==> src/rtl/block_arb_pkg.sv <==
// Shared types, defaults and the round-robin pick function for block_arbiter.
package block_arb_pkg;

  localparam int unsigned DEF_NREQ     = 4;
  localparam int unsigned DEF_MAX_HOLD = 16;
  localparam int unsigned MAX_NREQ     = 16;
  localparam int unsigned MAX_PTR_W    = 4;
  localparam int unsigned SUM_W        = MAX_PTR_W + 1;

  typedef enum logic [1:0] {
    IDLE = 2'd0,
    OWN  = 2'd1,
    GAP  = 2'd2
  } state_t;

  typedef struct packed {
    logic                 valid;
    logic [MAX_PTR_W-1:0] idx;
  } rr_pick_t;

  // First asserted req at or after ptr, wrapping n-1 -> 0; ptr must be < n.
  function automatic rr_pick_t rr_pick(input logic [MAX_NREQ-1:0]  req,
                                       input logic [MAX_PTR_W-1:0] ptr,
                                       input int unsigned          n);
    rr_pick_t         r;
    logic [SUM_W-1:0] i;
    r = '0;
    i = '0;
    for (int unsigned k = 0; k < MAX_NREQ; k++) begin
      if (!r.valid && (k < n)) begin
        i = {1'b0, ptr} + SUM_W'(k);
        if (i >= SUM_W'(n)) i = i - SUM_W'(n);
        if (req[i[MAX_PTR_W-1:0]]) begin
          r.valid = 1'b1;
          r.idx   = i[MAX_PTR_W-1:0];
        end
      end
    end
    return r;
  endfunction

endpackage

==> src/rtl/block_arb_rr.sv <==
// Combinational round-robin picker: req + pointer -> winner index and valid.
module block_arb_rr
  import block_arb_pkg::*;
#(
  parameter  int unsigned NREQ  = DEF_NREQ,
  localparam int unsigned PTR_W = $clog2(NREQ)
) (
  input  logic [NREQ-1:0]  req,
  input  logic [PTR_W-1:0] ptr,
  output logic [PTR_W-1:0] idx,
  output logic             valid
);

  rr_pick_t pick;

  always_comb begin
    pick  = rr_pick(MAX_NREQ'(req), MAX_PTR_W'(ptr), NREQ);
    idx   = PTR_W'(pick.idx);
    valid = pick.valid;
  end

endmodule

==> src/rtl/block_arbiter.sv <==
// Round-robin owner arbiter in front of one shared `block` unit.
// Optional hold-time preemption is enabled by defining BLOCK_ARBITER_TIMEOUT_EN.
module block_arbiter
  import block_arb_pkg::*;
#(
  parameter  int unsigned NREQ     = DEF_NREQ,
  parameter  int unsigned MAX_HOLD = DEF_MAX_HOLD,
  localparam int unsigned PTR_W    = $clog2(NREQ)
) (
  input  logic            clk,
  input  logic            reset,
  input  logic [NREQ-1:0] req,
  input  logic [NREQ-1:0] req_in1,
  input  logic [NREQ-1:0] req_in2,
  output logic [NREQ-1:0] gnt,
  output logic [NREQ-1:0] preempt,
  output logic            busy,
  output logic            blk_in1,
  output logic            blk_in2,
  input  logic            blk_out1,
  input  logic            blk_out2,
  output logic            rsp_out1,
  output logic            rsp_out2
);

  if ((NREQ < 2) || (NREQ > MAX_NREQ) || (MAX_HOLD < 2)) begin : g_param_check
    $error("block_arbiter: NREQ must be 2..16 and MAX_HOLD >= 2");
  end

  state_t            state, state_nxt;
  logic [PTR_W-1:0]  ptr, ptr_nxt;
  logic [PTR_W-1:0]  own, own_nxt, own_inc;
  logic [PTR_W-1:0]  pick_idx;
  logic              pick_valid;
  logic              timeout;
  logic [NREQ-1:0]   gnt_nxt;
  logic              busy_nxt, blk_in1_nxt, blk_in2_nxt;

  block_arb_rr #(.NREQ(NREQ)) u_rr (
    .req   (req),
    .ptr   (ptr),
    .idx   (pick_idx),
    .valid (pick_valid)
  );

  assign own_inc  = (own == PTR_W'(NREQ - 1)) ? '0 : own + PTR_W'(1);
  assign rsp_out1 = blk_out1;
  assign rsp_out2 = blk_out2;

`ifdef BLOCK_ARBITER_TIMEOUT_EN
  localparam int unsigned HOLD_W = $clog2(MAX_HOLD);
  logic [HOLD_W-1:0] hold_cnt, hold_nxt;

  // Decoded from live req so a release on the final owned cycle wins over preemption.
  assign timeout = (state == OWN) && req[own] && (hold_cnt == HOLD_W'(MAX_HOLD - 1));
  assign preempt = timeout ? (NREQ'(1) << own) : '0;

  always_comb begin
    hold_nxt = '0;
    if ((state == OWN) && (state_nxt == OWN)) hold_nxt = hold_cnt + HOLD_W'(1);
  end

  always_ff @(posedge clk or negedge reset) begin
    if (!reset) hold_cnt <= '0;
    else        hold_cnt <= hold_nxt;
  end
`else
  assign timeout = 1'b0;
  assign preempt = '0;
`endif

  // Next state and next registered outputs.
  always_comb begin
    state_nxt   = state;
    ptr_nxt     = ptr;
    own_nxt     = own;
    gnt_nxt     = '0;
    busy_nxt    = 1'b0;
    blk_in1_nxt = 1'b0;
    blk_in2_nxt = 1'b0;
    case (state)
      IDLE, GAP: begin
        if (pick_valid) begin
          state_nxt = OWN;
          own_nxt   = pick_idx;
          gnt_nxt   = NREQ'(1) << pick_idx;
          busy_nxt  = 1'b1;
        end else begin
          state_nxt = IDLE;
        end
      end
      OWN: begin
        if (!req[own] || timeout) begin
          state_nxt = GAP;
          ptr_nxt   = own_inc;
        end else begin
          gnt_nxt     = gnt;
          busy_nxt    = 1'b1;
          blk_in1_nxt = req_in1[own];
          blk_in2_nxt = req_in2[own];
        end
      end
      default: state_nxt = IDLE;
    endcase
  end

  always_ff @(posedge clk or negedge reset) begin
    if (!reset) begin
      state   <= IDLE;
      ptr     <= '0;
      own     <= '0;
      gnt     <= '0;
      busy    <= 1'b0;
      blk_in1 <= 1'b0;
      blk_in2 <= 1'b0;
    end else begin
      state   <= state_nxt;
      ptr     <= ptr_nxt;
      own     <= own_nxt;
      gnt     <= gnt_nxt;
      busy    <= busy_nxt;
      blk_in1 <= blk_in1_nxt;
      blk_in2 <= blk_in2_nxt;
    end
  end

  gnt_onehot: assert property (@(posedge clk) disable iff (!reset) $onehot0(gnt));

endmodule

==> config.mk <==
export PLATFORM = sky130hd
export DESIGN_NAME = block_arbiter
export DESIGN_NICKNAME = d
export VERILOG_FILES = /design/src/rtl/block_arb_pkg.sv /design/src/rtl/block_arb_rr.sv /design/src/rtl/block_arbiter.sv
export SDC_FILE = /design/constraint.sdc
export NUM_CORES = 1
export LEC_CHECK = 0
export ABC_AREA = 1
export BUFFER_PORTS_ARGS = -buffer_cell sky130_fd_sc_hd__buf_2
export CORE_AREA = 10 10 70 72
export DETAILED_ROUTE_END_ITERATION = 10
export DIE_AREA = 0 0 80 82
export PLACE_DENSITY = 0.47
export SKIP_CTS_REPAIR_TIMING = 1
export SLEW_MARGIN = 15
export SYNTH_ARGS = -nofsm -noshare
export SYNTH_HDL_FRONTEND = slang
export SYNTH_HIERARCHICAL = 1
export SYNTH_SLANG_ARGS = --single-unit
export TNS_END_PERCENT = 20
==> constraint.sdc <==
create_clock -name clk -period 2.8 [get_ports clk]
set_input_delay 0.28 -clock clk [delete_from_list [all_inputs] [get_ports clk]]
set_output_delay 0.28 -clock clk [all_outputs]
set_load 0.02 [all_outputs]
==> results of run 1 <==
## registers in the layout, summed over array words and instances (netlist names)
name,count
busy,1
gnt,4
own,2
ptr,2
blk_in2,1
state,2
blk_in1,1
## layout by cell type, fill, tap and decap left out, types with 4 or more instances in the layout
cell	instances
sky130_fd_sc_hd__nand2_2	6
sky130_fd_sc_hd__nand3_2	5
sky130_fd_sc_hd__ha_1	5
sky130_fd_sc_hd__nand3_1	11
sky130_fd_sc_hd__nor2_1	13
sky130_fd_sc_hd__nand2_1	25
sky130_fd_sc_hd__conb_1	4
sky130_fd_sc_hd__buf_2	20
sky130_fd_sc_hd__inv_1	11
sky130_fd_sc_hd__inv_2	5
sky130_fd_sc_hd__o21ai_0	4
sky130_fd_sc_hd__dfrtp_1	13
sky130_fd_sc_hd__nand4_1	4
sky130_fd_sc_hd__nand2_4	4
## tightest hold or removal path, delay by kind of cell
kind | cells | cell delay (ns)
AOI/OAI and AO/OA | 2 | 0.20
buffers and inverters | 1 | 0.08
## per-stage QoR
| stage | util | hold slack [ns] | power (mW) | cell area (um2) |
|---|---|---|---|---|
| finish | 0.330 | 0.329 | 1.39 | 1180 |
| global route | 0.330 | 0.332 | 1.54 | 1180 |
| CTS | 0.328 | -0.121 | 1.40 | 1170 |
| detailed placement | 0.320 | 0.183 | 1.28 | 1150 |
| global placement | 0.320 | 0.182 | 1.26 | 1150 |
| floorplan | - | -0.0156 | 1.10 | 1040 |
## kinds of logic after synthesis
logic type	Yosys count
fa+ha+maj	5
other cells	1
flops	13
simple gates	74
compound gates	11
buf+inv	25
## power by group
| part | total [mW] | internal, mW | switching [mW] |
|---|---|---|---|
| Sequential | 0.359 | 0.266 | 0.0923 |
| Clock | 0.112 | 0.0552 | 0.0572 |
| Combinational | 0.919 | 0.309 | 0.609 |
## synth_stat cells (4+ instances only)
cell / count
sky130_fd_sc_hd__nand3_2: 5
sky130_fd_sc_hd__inv_2: 5
sky130_fd_sc_hd__dfrtp_1: 13
sky130_fd_sc_hd__nand3_1: 11
sky130_fd_sc_hd__o21ai_0: 4
sky130_fd_sc_hd__buf_4: 6
sky130_fd_sc_hd__nand2_4: 4
sky130_fd_sc_hd__ha_1: 5
sky130_fd_sc_hd__nand2_2: 6
sky130_fd_sc_hd__nand2_1: 25
sky130_fd_sc_hd__nand4_1: 4
sky130_fd_sc_hd__inv_1: 11
sky130_fd_sc_hd__nor2_1: 13
## per-layer routing
layer / up-vias / track usage / routed length (um)
met5: - / 0 / 0
met4: 0 / 0.0211 / 29
met3: 2 / 0.0317 / 220
met2: 28 / 0.140 / 1260
met1: 394 / 0.0846 / 955
li1: 448 / - / -
## path summary, 6_finish.rpt
check / startpoint / endpoint / cells past startpoint
max in group asynchronous: reset / blk_in1 / 2
hold reg to reg: gnt[3] / gnt[3] / 2
min in group asynchronous: reset / state[1] / 2
setup / recovery: ptr[0] / gnt[3] / 12
setup reg to reg: ptr[0] / gnt[3] / 12
hold / removal: req_in1[3] / blk_in1 / 3
## area by class of cell
cell class	count	area (um2)	share of cell area
multi-input cells	94	591	0.499
flip-flops and latches	13	325	0.275
repair buffers	21	110	0.0931
inverters	18	70.1	0.0593
well taps	48	60.1	0.0508
clock buffers	4	26.3	0.0222
==> results.txt, run 1 <==
The combinational family with the most area after synthesis is simple AND/OR/NAND/NOR gates. The static leakage was 0.649 nW; the post-synthesis to final-layout area growth was 14.7%. The worst-path maximum fanout came out at 10.

Setup violations remaining at the end of the flow were counted as 0. Yosys attributes the largest share of cell area to sky130_fd_sc_hd__dfrtp_1 (32%), sky130_fd_sc_hd__nand2_1 (9.1%), sky130_fd_sc_hd__ha_1 (6.1%). The deepest level of the CTS H-tree came out at 1. Detailed routing inserted a total of 872 vias. The run finished with clean final reports. The netlist area before placement came out at 1030 um2. The min-delay analysis places its worst path in the category input pin to register.

The proportion of layout cells with a drive suffix above 1 was 0.340. The proportion of synthesized flip-flops having asynchronous set or reset is 1.00. For the final database, setup skew stands at 0.00404 ns. The most common flop cell mapped by yosys is sky130_fd_sc_hd__dfrtp_1. The critical path capture point type was a register.

Critical path launch point type: a register. The critical path goes through inv_2 -> ha_1 -> inv_1 -> nand3_2 -> nand3_2 -> a21oi_1 -> nor2_1 -> a21oi_1 -> clkinv_1 -> nor2_1 -> nand2_1 -> nand2_1. The netlist uses 26 different library cells.

Counting flops and latches in the post-synthesis netlist gives 13. For the fraction of the yosys area taken by sequential cells, the log shows 0.316. TritonCTS built the clock tree.

The clock reaches the later pin of the worst-skew pair after 0.27 ns. For the clock sink total, the log shows 13. After the first detailed-routing iteration, the DRC count stood at 50. CTS root buffer: sky130_fd_sc_hd__clkbuf_4. OpenSTA, run right after detailed placement, puts the worst setup slack at 0.551 ns. Entering global routing, the biggest net connects 14 pins. After detailed routing, the total wire length is 2470 um. Based on the critical path, the design can be clocked at up to 437 MHz.

Dividing the detail-routed wire length by the instance count gives 12.5 um. Data on the critical path is required at its endpoint by 3.02 ns. The initial core utilization was 0.288; the longest individual stage delay on the worst path was 0.54 ns.

The core box area was 3580 um2; the total overflow reported by the global router was 0. The ratio of routed vias to standard cells was 4.40; the maximum buffer depth of the clock tree was 2. For this run, design rule violations remaining after detail routing come to 0. Buffers inserted during clock tree synthesis total 3. The overall track demand over capacity in global routing was 0.0788; the overall die width was 80 um. The final-report max-slew violation count was 0; the placed wire-length estimate after detailed placement was 2070 um. The Yosys warning count was 6; the final clock period utilization by the worst path was 0.817. The initial antenna violation count was 0; the area of the die was 6560 um2.

The post-synthesis compound-gate area fraction came out at 0.0655. The total count of hold-check failures in the final report is 0, and the total of fill cells in the finished design is 400. Input and output buffers added on the ports amount to 20. The power density over the cells is 1180 nW/um2, and the max-cap check violation count is 0. The first global-routing pass estimated 4160 um of wire.

The minimum period implied by the final worst setup slack was 2.29 ns; the remaining antenna violation count was 0. For the synthesized instance count, the log shows 129. The cell row count is 22, and the synthesized-area fraction occupied by xor and xnor cells is 0.

The repair_antennas step left the layout with diodes totalling 0. Setup repair after global routing left no endpoint under its margin. Routability-driven placement finished with a final weighted congestion of 0.756. The share of the synthesized area in the top cell type is 0.316. For this design the top-level I/O count stands at 29. The vertical extent of the die is 82 um. Adding up every negative setup slack in the final design gives 0 ns. The final instance count without filler cells was 198.

The class of the most critical setup path was register to register. The synthesized-area fraction occupied by and/or/nand/nor cells is 0.432, and the count of flip-flops with a built-in enable after synthesis is 0. For this design, the slowest cell found on the critical path is sky130_fd_sc_hd__dfrtp_1. The kind of cell adding the most delay to the critical path is simple AND/OR/NAND/NOR gates. The clock-pin slew on the worst setup and hold paths was 0.08 ns. For this run, the detailed router's first-pass iteration total came to 4. The tools report the setup slack on the worst flop-to-flop path as 0.51 ns. The post-synthesis adder-cell area fraction is 0.0607. Summed over all instances, the cell type with the most area after synthesis is sky130_fd_sc_hd__dfrtp_1. The number of global-route vias before repair was 887. The mux share of post-synthesis cell area is 0.

Together, buffers and inverters on the worst path number 3. The post-synthesis area per instance came out at 7.99 um2. The worst-case IR drop observed on VDD is 0.277 mV.

The number of placed instances with taps included was 193; the worst setup slack after layout was 0.512 ns. The logs give 172 for the net count reported at finish and 2.50 ns for the arrival time at the worst endpoint.
No activity file was read; power rests on OpenSTA's default activity.
==> run 2: changes to the inputs <==
clock period = 2.2 ns   (was 2.8 ns; I/O delays follow)
==> results.txt, run 2 (same netlist as run 1, synthesis figures left out) <==
The tools report the initial core utilization as 0.288. The total power is 1.83 mW, and the area of the multi-input gates is 591 um2. On the worst path, the slowest cell contributes a delay of 0.38 ns. The register with the most flip-flops in the layout has 4 of them. On the final layout, the worst hold slack is 0.269 ns. The tools report the required time at the endpoint of the critical path as 2.37 ns. TritonCTS built the clock tree.

The tools report the count of inserted antenna diode cells as 0. The met2 capacity usage during global routing is 0.139. For the number of DRC markers after the initial detailed-route iteration, the log shows 40.

The global routing usage on met1 came out at 0.0787. The tools report the summed area of non-filler cells in the final layout as 1200 um2. In this run the power density over the cells is 1520 nW/um2.

The number of setup violations in the final report was 0. In this run the remaining antenna-violating nets after routing total 0. Number of placed instances with taps included: 196. The weighted congestion at the end of routability-driven global placement is 0.797, and the cell row count is 22.

The proportion of layout cells with a drive suffix above 1 is 0.353, and the arrival time at the worst endpoint is 2.17 ns. Before CTS, the worst setup slack after placement is 0.237 ns. The run gives 0 as the total count of hold-check failures in the final report. The clock sink total is 13, and the ratio of routed vias to standard cells is 4.57.

Counting along the longest clock path gives a buffer depth of 2. The worst-path maximum fanout works out to 5. Most congested layer reported by global routing: met2. The deepest level of the CTS H-tree is 1, and the DRC violations left is 0. The overall track demand over capacity in global routing was 0.0760. Relative to the synthesized area, the layout overhead comes to 16.9%. For this run, the top clock speed supported by timing is 502 MHz. The area of the die is 6560 um2.

The register ranked first by flip-flop count is gnt. The signal on the critical path passes through inv_1 -> ha_1 -> inv_1 -> nand3_2 -> nand3_2 -> nand3_1 -> o31ai_1 -> buf_4 -> inv_1 -> nand3_1 -> nand2_1. For the final-report max-slew violation count, the log shows 0. The clock latency of the later-clocked register in the worst-skew pair was 0.28 ns; the combined flip-flop and latch cell area was 325 um2. After filler insertion, the fill cell instance count of the layout stands at 395.

The vertical extent of the die came out at 82 um. For this design the static power due to leakage is 0.664 nW. For the number of global-route vias before repair, the log shows 856. The run finished with clean final reports.

The critical path capture point type is a register. In this run the clock root is driven by a sky130_fd_sc_hd__clkbuf_4. In this run the count of I/O pins placed on the die edge is 29. The minimum period implied by the final worst setup slack is 1.99 ns. STA classifies the critical path startpoint as a register. Setup slack closes at 0.207 ns. The first detailed-routing pass ran for 4 iterations. The final route contains 918 vias. The finished layout holds 201 standard cells, fillers aside.

For the final routed database, the setup TNS stands at 0 ns. The worst setup path is of the register to register kind. The total overflow reported by the global router was 0; the final routed wirelength across all metal layers was 2480 um. The clock-pin slew on the worst setup and hold paths came out at 0.09 ns.

The total clock buffers created by CTS came out at 3. The first global-routing pass estimated 3990 um of wire. The final cell utilization of the core was 0.337; the net count reported at finish was 175. IR analysis of the VDD net gives a maximum drop of 0.334 mV. For the met3 demand-to-capacity share in global routing, the log shows 0.0273.

The number of buffers added on ports was 20; the largest net degree at the start of global routing was 14. The tools report the max-cap check violation count as 0. Setup repair after global routing left no endpoint under its margin. In the layout the commonest cells are sky130_fd_sc_hd__nand2_1 (25), sky130_fd_sc_hd__buf_2 (20), sky130_fd_sc_hd__nor2_1 (13), sky130_fd_sc_hd__dfrtp_1 (13).

The area after detailed placement is 1170 um2. The standard cell with the maximum stage delay on the critical path was sky130_fd_sc_hd__dfrtp_1. The worst hold path belongs to the class input pin to register. The clock arrives with 0.00821 ns of skew.

The region available for standard cell placement spans 3580 um2. The initial antenna violation count was 0; the overall die width was 80 um. After legalization and detailed placement, the total HPWL measured 2060 um. Dividing the detail-routed wire length by the instance count gives 12.3 um. The most common cell after layout, fill and taps aside is sky130_fd_sc_hd__nand2_1.

The critical path's most frequent cell was sky130_fd_sc_hd__inv_1. Final clock period utilization by the worst path: 0.906.
[run 2: worst paths after layout]
path	start	to	slack, ns	depth (start not counted)
worst min-delay path	req_in2[3]	blk_in2	0.27	3
worst min register to register	gnt[1]	gnt[1]	0.53	2
worst max register to register	ptr[1]	gnt[0]	0.21	11
max in group asynchronous	reset	blk_in2	1.63	2
min in group asynchronous	reset	state[0]	0.34	2
worst max-delay path	ptr[1]	gnt[0]	0.21	11
[run 2: critical path, delay by kind of cell (launching register included)]
family                     cells  cell delay (ns)
and+or+nand+nor                5             0.45
AOI/OAI and AO/OA              1             0.25
DFF                            1             0.38
buffers and inverters          4             0.50
adders and majority gates      1             0.31
[run 2: layout make-up]
| type | count | share of cell area |
|---|---|---|
| Clock buffer | 4 | 0.0218 |
| Inverter | 18 | 0.0582 |
| Multi-Input combinational cell | 94 | 0.490 |
| Sequential cell | 13 | 0.270 |
| Tap cell | 48 | 0.0498 |
| Timing Repair Buffer | 24 | 0.110 |
[run 2: power by group]
group	internal, mW	switching (mW)
sequential	0.339	0.0871
combinational	0.441	0.810
clock	0.0704	0.0820
total	0.850	0.979
[run 2: metal layers]
metal / wire length [um] / share of wire
met1: 964 / 0.39
met2: 1260 / 0.51
met3: 221 / 0.089
met4: 25 / 0.010
met5: 0 / 0
